<file path="config.mk">
export PLATFORM = sky130hd
export DESIGN_NAME = rr_deadline_arb_flat
export DESIGN_NICKNAME = d
export VERILOG_FILES = /design/src/rtl/rr_deadline_arb_if.sv /design/src/rtl/rr_deadline_arb.sv /design/src/flat_wrapper.sv
export SDC_FILE = /design/constraint.sdc
export NUM_CORES = 1
export LEC_CHECK = 0
export ABC_AREA = 1
export CAP_MARGIN = 40
export CORE_ASPECT_RATIO = 1.1
export CORE_MARGIN = 2
export CORE_UTILIZATION = 50
export CTS_BUF_LIST = sky130_fd_sc_hd__clkbuf_4 sky130_fd_sc_hd__clkbuf_8
export DETAILED_ROUTE_END_ITERATION = 8
export HOLD_SLACK_MARGIN = 0.08
export PLACE_DENSITY = 0.73
export SYNTH_ARGS = -nofsm -noshare
export SYNTH_HDL_FRONTEND = slang
export SYNTH_SLANG_ARGS = --single-unit
</file>
<file path="constraint.sdc">
create_clock -name clock -period 5.7 [get_ports clock]
set_input_delay 1.14 -clock clock [delete_from_list [all_inputs] [get_ports clock]]
set_output_delay 1.14 -clock clock [all_outputs]
set_load 0.05 [all_outputs]
</file>
<file path="src/rtl/rr_deadline_arb_if.sv">
// Request/ack bundle between pulse requesters and the round-robin deadline arbiter.
// master drives req and observes the service outputs; slave is the arbiter.
interface rr_deadline_arb_if #(parameter int N = 4);
    localparam int IW = $clog2(N);
    localparam int LW = $clog2(N + 1);

    logic [N-1:0]  req;
    logic [N-1:0]  ack;
    logic [IW-1:0] ack_id;
    logic [LW-1:0] ack_lat;
    logic [N-1:0]  overrun;
    logic          busy;

    modport master (output req, input ack, ack_id, ack_lat, overrun, busy);
    modport slave  (input req, output ack, ack_id, ack_lat, overrun, busy);
endinterface

</file>
<file path="src/rtl/rr_deadline_arb.sv">
// Round-robin arbiter sharing one service slot among N pulse requesters.
// Latency 1..N edges from sampled req to ack; no backpressure, repeat reqs merge.
module rr_deadline_arb #(
    parameter int N = 4
) (
    input  logic            clock,
    input  logic            reset,
    rr_deadline_arb_if.slave bus
);
    localparam int IW = $clog2(N);
    localparam int LW = $clog2(N + 1);

    logic [N-1:0]  pending_q, pending_d;
    logic [LW-1:0] age_q [N];
    logic [LW-1:0] age_d [N];
    logic [IW-1:0] ptr_q, ptr_d;
    logic [N-1:0]  ack_q, ack_d;
    logic [IW-1:0] ack_id_q, ack_id_d;
    logic [LW-1:0] ack_lat_q, ack_lat_d;
    logic [N-1:0]  overrun_q, overrun_d;
    logic          busy_q, busy_d;

    logic [N-1:0]  cand;
    logic          win_vld;
    logic [IW-1:0] win;
    logic [IW:0]   slot;

    always_comb begin
        cand    = pending_q | bus.req;
        win_vld = 1'b0;
        win     = '0;
        slot    = '0;
        // Scan from ptr upward, wrapping past N-1 back to 0.
        for (int k = 0; k < N; k++) begin
            slot = {1'b0, ptr_q} + (IW+1)'(k);
            if (slot >= (IW+1)'(N)) slot = slot - (IW+1)'(N);
            if (!win_vld && cand[IW'(slot)]) begin
                win_vld = 1'b1;
                win     = IW'(slot);
            end
        end
    end

    always_comb begin
        pending_d = '0;
        age_d     = age_q;
        ack_d     = '0;
        ack_id_d  = '0;
        ack_lat_d = '0;
        ptr_d     = ptr_q;
        overrun_d = bus.req & pending_q;

        for (int i = 0; i < N; i++) begin
            if (win_vld && win == IW'(i)) begin
                pending_d[i] = 1'b0;
                age_d[i]     = '0;
            end else if (pending_q[i]) begin
                pending_d[i] = 1'b1;
                age_d[i]     = age_q[i] + LW'(1);
            end else if (bus.req[i]) begin
                pending_d[i] = 1'b1;
                age_d[i]     = LW'(1);
            end else begin
                pending_d[i] = 1'b0;
                age_d[i]     = '0;
            end
        end

        if (win_vld) begin
            ack_d[win] = 1'b1;
            ack_id_d   = win;
            // A winner that was not already waiting is served on its own edge.
            ack_lat_d  = pending_q[win] ? age_q[win] + LW'(1) : LW'(1);
            ptr_d      = (win == IW'(N - 1)) ? '0 : win + IW'(1);
        end

        busy_d = |pending_d;
    end

    always_ff @(posedge clock) begin
        if (reset) begin
            pending_q <= '0;
            ptr_q     <= '0;
            ack_q     <= '0;
            ack_id_q  <= '0;
            ack_lat_q <= '0;
            overrun_q <= '0;
            busy_q    <= 1'b0;
            for (int i = 0; i < N; i++) age_q[i] <= '0;
        end else begin
            pending_q <= pending_d;
            ptr_q     <= ptr_d;
            ack_q     <= ack_d;
            ack_id_q  <= ack_id_d;
            ack_lat_q <= ack_lat_d;
            overrun_q <= overrun_d;
            busy_q    <= busy_d;
            for (int i = 0; i < N; i++) age_q[i] <= age_d[i];
        end
    end

    assign bus.ack     = ack_q;
    assign bus.ack_id  = ack_id_q;
    assign bus.ack_lat = ack_lat_q;
    assign bus.overrun = overrun_q;
    assign bus.busy    = busy_q;

    a_onehot: assert property (@(posedge clock) disable iff (reset) $onehot0(ack_q));
    a_lat:    assert property (@(posedge clock) disable iff (reset)
                  ack_q != '0 |-> (ack_lat_q >= LW'(1) && ack_lat_q <= LW'(N)));

    // Served-or-captured on the next edge plus the age ceiling together bound response to N edges.
    for (genvar g = 0; g < N; g++) begin : g_sva
        a_capture: assert property (@(posedge clock) disable iff (reset)
                       bus.req[g] && !pending_q[g] |=> ack_q[g] || pending_q[g]);
        a_age:     assert property (@(posedge clock) disable iff (reset)
                       pending_q[g] |-> (age_q[g] >= LW'(1) && age_q[g] <= LW'(N - 1)));
        a_release: assert property (@(posedge clock) disable iff (reset)
                       ack_q[g] && !bus.req[g] |=> !pending_q[g]);
    end
endmodule
</file>
<file path="src/flat_wrapper.sv">
// flat-port wrapper written by rule: the top's interface ports become plain ports
module rr_deadline_arb_flat 
#(
    parameter int N = 4
)
  (clock, reset, bus_req, bus_ack, bus_ack_id, bus_ack_lat, bus_overrun, bus_busy);
  rr_deadline_arb_if #(.N(N)) bus_i ();
  input  logic clock;
  input  logic reset;
  input wire logic [$bits(bus_i.req)-1:0] bus_req;
  output wire logic [$bits(bus_i.ack)-1:0] bus_ack;
  output wire logic [$bits(bus_i.ack_id)-1:0] bus_ack_id;
  output wire logic [$bits(bus_i.ack_lat)-1:0] bus_ack_lat;
  output wire logic [$bits(bus_i.overrun)-1:0] bus_overrun;
  output wire logic [$bits(bus_i.busy)-1:0] bus_busy;
  assign bus_i.req = bus_req;
  assign bus_ack = bus_i.ack;
  assign bus_ack_id = bus_i.ack_id;
  assign bus_ack_lat = bus_i.ack_lat;
  assign bus_overrun = bus_i.overrun;
  assign bus_busy = bus_i.busy;
  rr_deadline_arb #(.N(N)) u_core (.clock(clock), .reset(reset), .bus(bus_i));
endmodule
</file>
==> flow_summary.yaml <==
logic_synthesis:
  synth_fa_ha_area_share_pct: 7.00
  ys_seq_elements: 32
  synth_ff_type: "dfxtp_1"
  netlist_top_cells_count: "nand2_1, dfxtp_1, nor2_1"
  syn_avg_cell_area_um2: 8.16
  synth-simple-area-share_pct: 34.9
  async_reset_ff_share_pct: 0
  syn_inst: 197
  synth_top_cell_area_share_pct: 39.8
  synth_top_family_by_area: "simple AND/OR/NAND/NOR gates"
  synth-seq-area-share_pct: 39.8
  yosysUniqueCellTypes: 27
  yosysWarnings: 0
  synthMuxAreaShare_pct: 0
  synth_area_leader_cell: "dfxtp_1"
  synth.most_common_cell: "nand2_1"
  synth.cell_area_um2: 1610
  synth_compound_area_share_pct: 8.25
  synthTopCellsByArea: "dfxtp_1, nand2_1, ha_1"
  synth_edf_count: 0
  synth_xor_area_share_pct: 2.18
  synth_nets: 212
critical_path:
  worst_path_max_delay_cell: "clkdlybuf4s50_1"
  max_stage_delay_ns: 0.44
  crit_path_end_kind: "flip-flop"
  crit_path_start_kind: "input pin"
  cp_data_required_time_ns: 5.96
  crit_type: "in2reg"
  worst_ep_arrival_time_ns: 3.56
  crit_buf_inv: 3
  crit_fanout: 14
  path_cells: "clkdlybuf4s50_1 > nor2_1 > nand2_1 > nand3_2 > nand2_2 > nor2_8 > nand3_4 > nand3_4 > inv_2 > o21ai_0 > o22ai_1 > ha_1 > inv_1 > nand3_2 > a21oi_2"
  path_delay_family: "simple AND/OR/NAND/NOR gates"
timing:
  drv_slew: 0
  fin_skew_ns: 0.00231
  finalHoldViolations: 0
  fmax_mhz: 304
  tightest_slew_ns: 0.585
  setup_violations: 0
  fin_tns_setup_ns: 0
  timing.final.crit_share_pct: 57.8
  timing.final.crit_period_ns: 3.29
  timing.slew.headroom_pct: 60.9
  worst_slack_ns: 2.41
  rsz0062_at_grt: "no"
routing:
  via_count: 1306
  antenna_left: 0
  drtPass1Iterations: 4
  wl_per_cell_um: 12.3
  drtIter0Drc: 19
  drt-total-wl_um: 3120
  drc: 0
  vias_per_cell: 5.14
cells_and_area:
  fillers: 275
  diodes: 0
  nets: 234
  drive_gt1_share_pct: 19.1
  multi_input_area_um2: 841
  fin_util_pct: 61.3
  area_growth_pct: 16.2
  regArea_um2: 641
  stdcell_area_um2: 1870
clock_tree:
  clk_latency_ns: 0.32
  ctsHoldBuffers: 0
  cts_resized: 0
  cts_tree: "done"
  cts.clk_slew.worst_paths_ns: 0.09
  clockRootBuffer: "clkbuf_4"
  h-tree-depth: 2
  cts_made_buffers: 5
  cts_buffer_depth: 2
  cts_sinks: 32
  cts_setup_buffers: 0
grt:
  grt_pass1_vias: 1206
  grt_max_degree: 18
  overflow: 0
  grt.total_usage_pct: 19.2
  grt_pass1_wl_um: 5330
  antenna_found_initial: 0
floorplan:
  ioPinCount: 20
  die_h_um: 63.5
  core-area_um2: 3050
  initial_core_util_pct: 52.8
  fp-row-count: 21
  fp.dieArea_um2: 3690
  die_w_um: 58.1
worst_hold_path:
  hold_path.class: "reg2reg"
place:
  dp_worst_setup_slack_ns: 2.12
  hpwl_um: 2450
  placed_area_um2: 1800
  io_buffer_count: 19
  place.gp.congestion: 0.871
job:
  drv_cap: 0
run_status:
  status: "complete, no violations"
## worst reg2reg max path, cell delays in order (launching register included)
cell	delay, ns
dfxtp_1	0.58
nand2_1	0.13
nand3_1	0.15
nand2_2	0.12
nor2_8	0.15
nand3_4	0.14
nand3_4	0.23
inv_2	0.10
o21ai_0	0.17
o22ai_1	0.10
ha_1	0.22
inv_1	0.07
nand3_2	0.08
a21oi_2	0.13
## state kept, by name, summed over array words and instances, names as in the netlist
register,flops
u_core.bus.busy,1
u_core.bus.ack_lat,3
u_core.age_q,12
u_core.pending_q,4
u_core.ptr_q,2
u_core.bus.overrun,4
u_core.bus.ack,4
u_core.bus.ack_id,2
## cells by family (layout without fill, tap and decap cells)
kind of cell / count (synthesis) / count (layout)
DFF: 32 / 32
xor gates and xnor gates: 4 / 4
AOI/OAI and AO/OA: 19 / 19
adders and majority gates: 9 / 9
buffers and inverters: 26 / 49
and+or+nand+nor: 107 / 107
## metrics by stage
| stage | hold slack, ns | std cells |
|---|---|---|
| after floorplan | 0.446 | 197 |
| after global placement | 0.494 | 246 |
| after detailed placement | 0.492 | 246 |
| after CTS | 0.507 | 254 |
| after global routing | 0.534 | 254 |
| final | 0.506 | 254 |
## routing by layer
metal  wire, um  vias to the layer above  part of all wire [%]  global-route usage [%]
met5          0                        -                     0                       0
met4         77                        0                   2.5                    9.59
met3        118                        5                   3.8                    4.31
met2       1540                       31                    49                    32.0
met1       1390                      599                    44                    22.6
li1           -                      671                     -                       -
## cell usage in the layout, fill, tap and decap left out
cell type,count
o211ai_2,2
inv_6,1
nand3_1,10
o21a_1,2
o22ai_1,1
o21ai_0,7
ha_1,9
nor2_2,1
dfxtp_1,32
clkbuf_8,1
nand2_2,11
nand3_4,2
a211oi_1,2
a21oi_2,2
xnor2_1,4
nand4_1,3
a21oi_1,2
nand2_4,2
clkbuf_4,7
a41oi_1,1
nand3_2,8
nor2_8,1
inv_2,4
nand2_1,41
nor2_1,28
inv_1,17
clkdlybuf4s50_1,19
## layout make-up
cell class,count,area share (%)
multi-input cells,139,45.0
flip-flops and latches,32,34.3
repair buffers,19,10.2
inverters,22,4.69
clock buffers,8,3.55
well taps,34,2.28
## path summary, 6_finish.rpt
kind                       start                    end  slack [ns]  depth (start not counted)
max                   bus_req[2]  u_core.bus.ack_lat[2]        2.41                         15
min          u_core.pending_q[3]  u_core.bus.overrun[3]        0.51                          2
min reg2reg  u_core.pending_q[3]  u_core.bus.overrun[3]        0.51                          2
max reg2reg      u_core.ptr_q[0]  u_core.bus.ack_lat[2]        3.26                         13
Power is not shown: default switching activity piles up to over one toggle a cycle in this logic, so the estimate is an artifact.
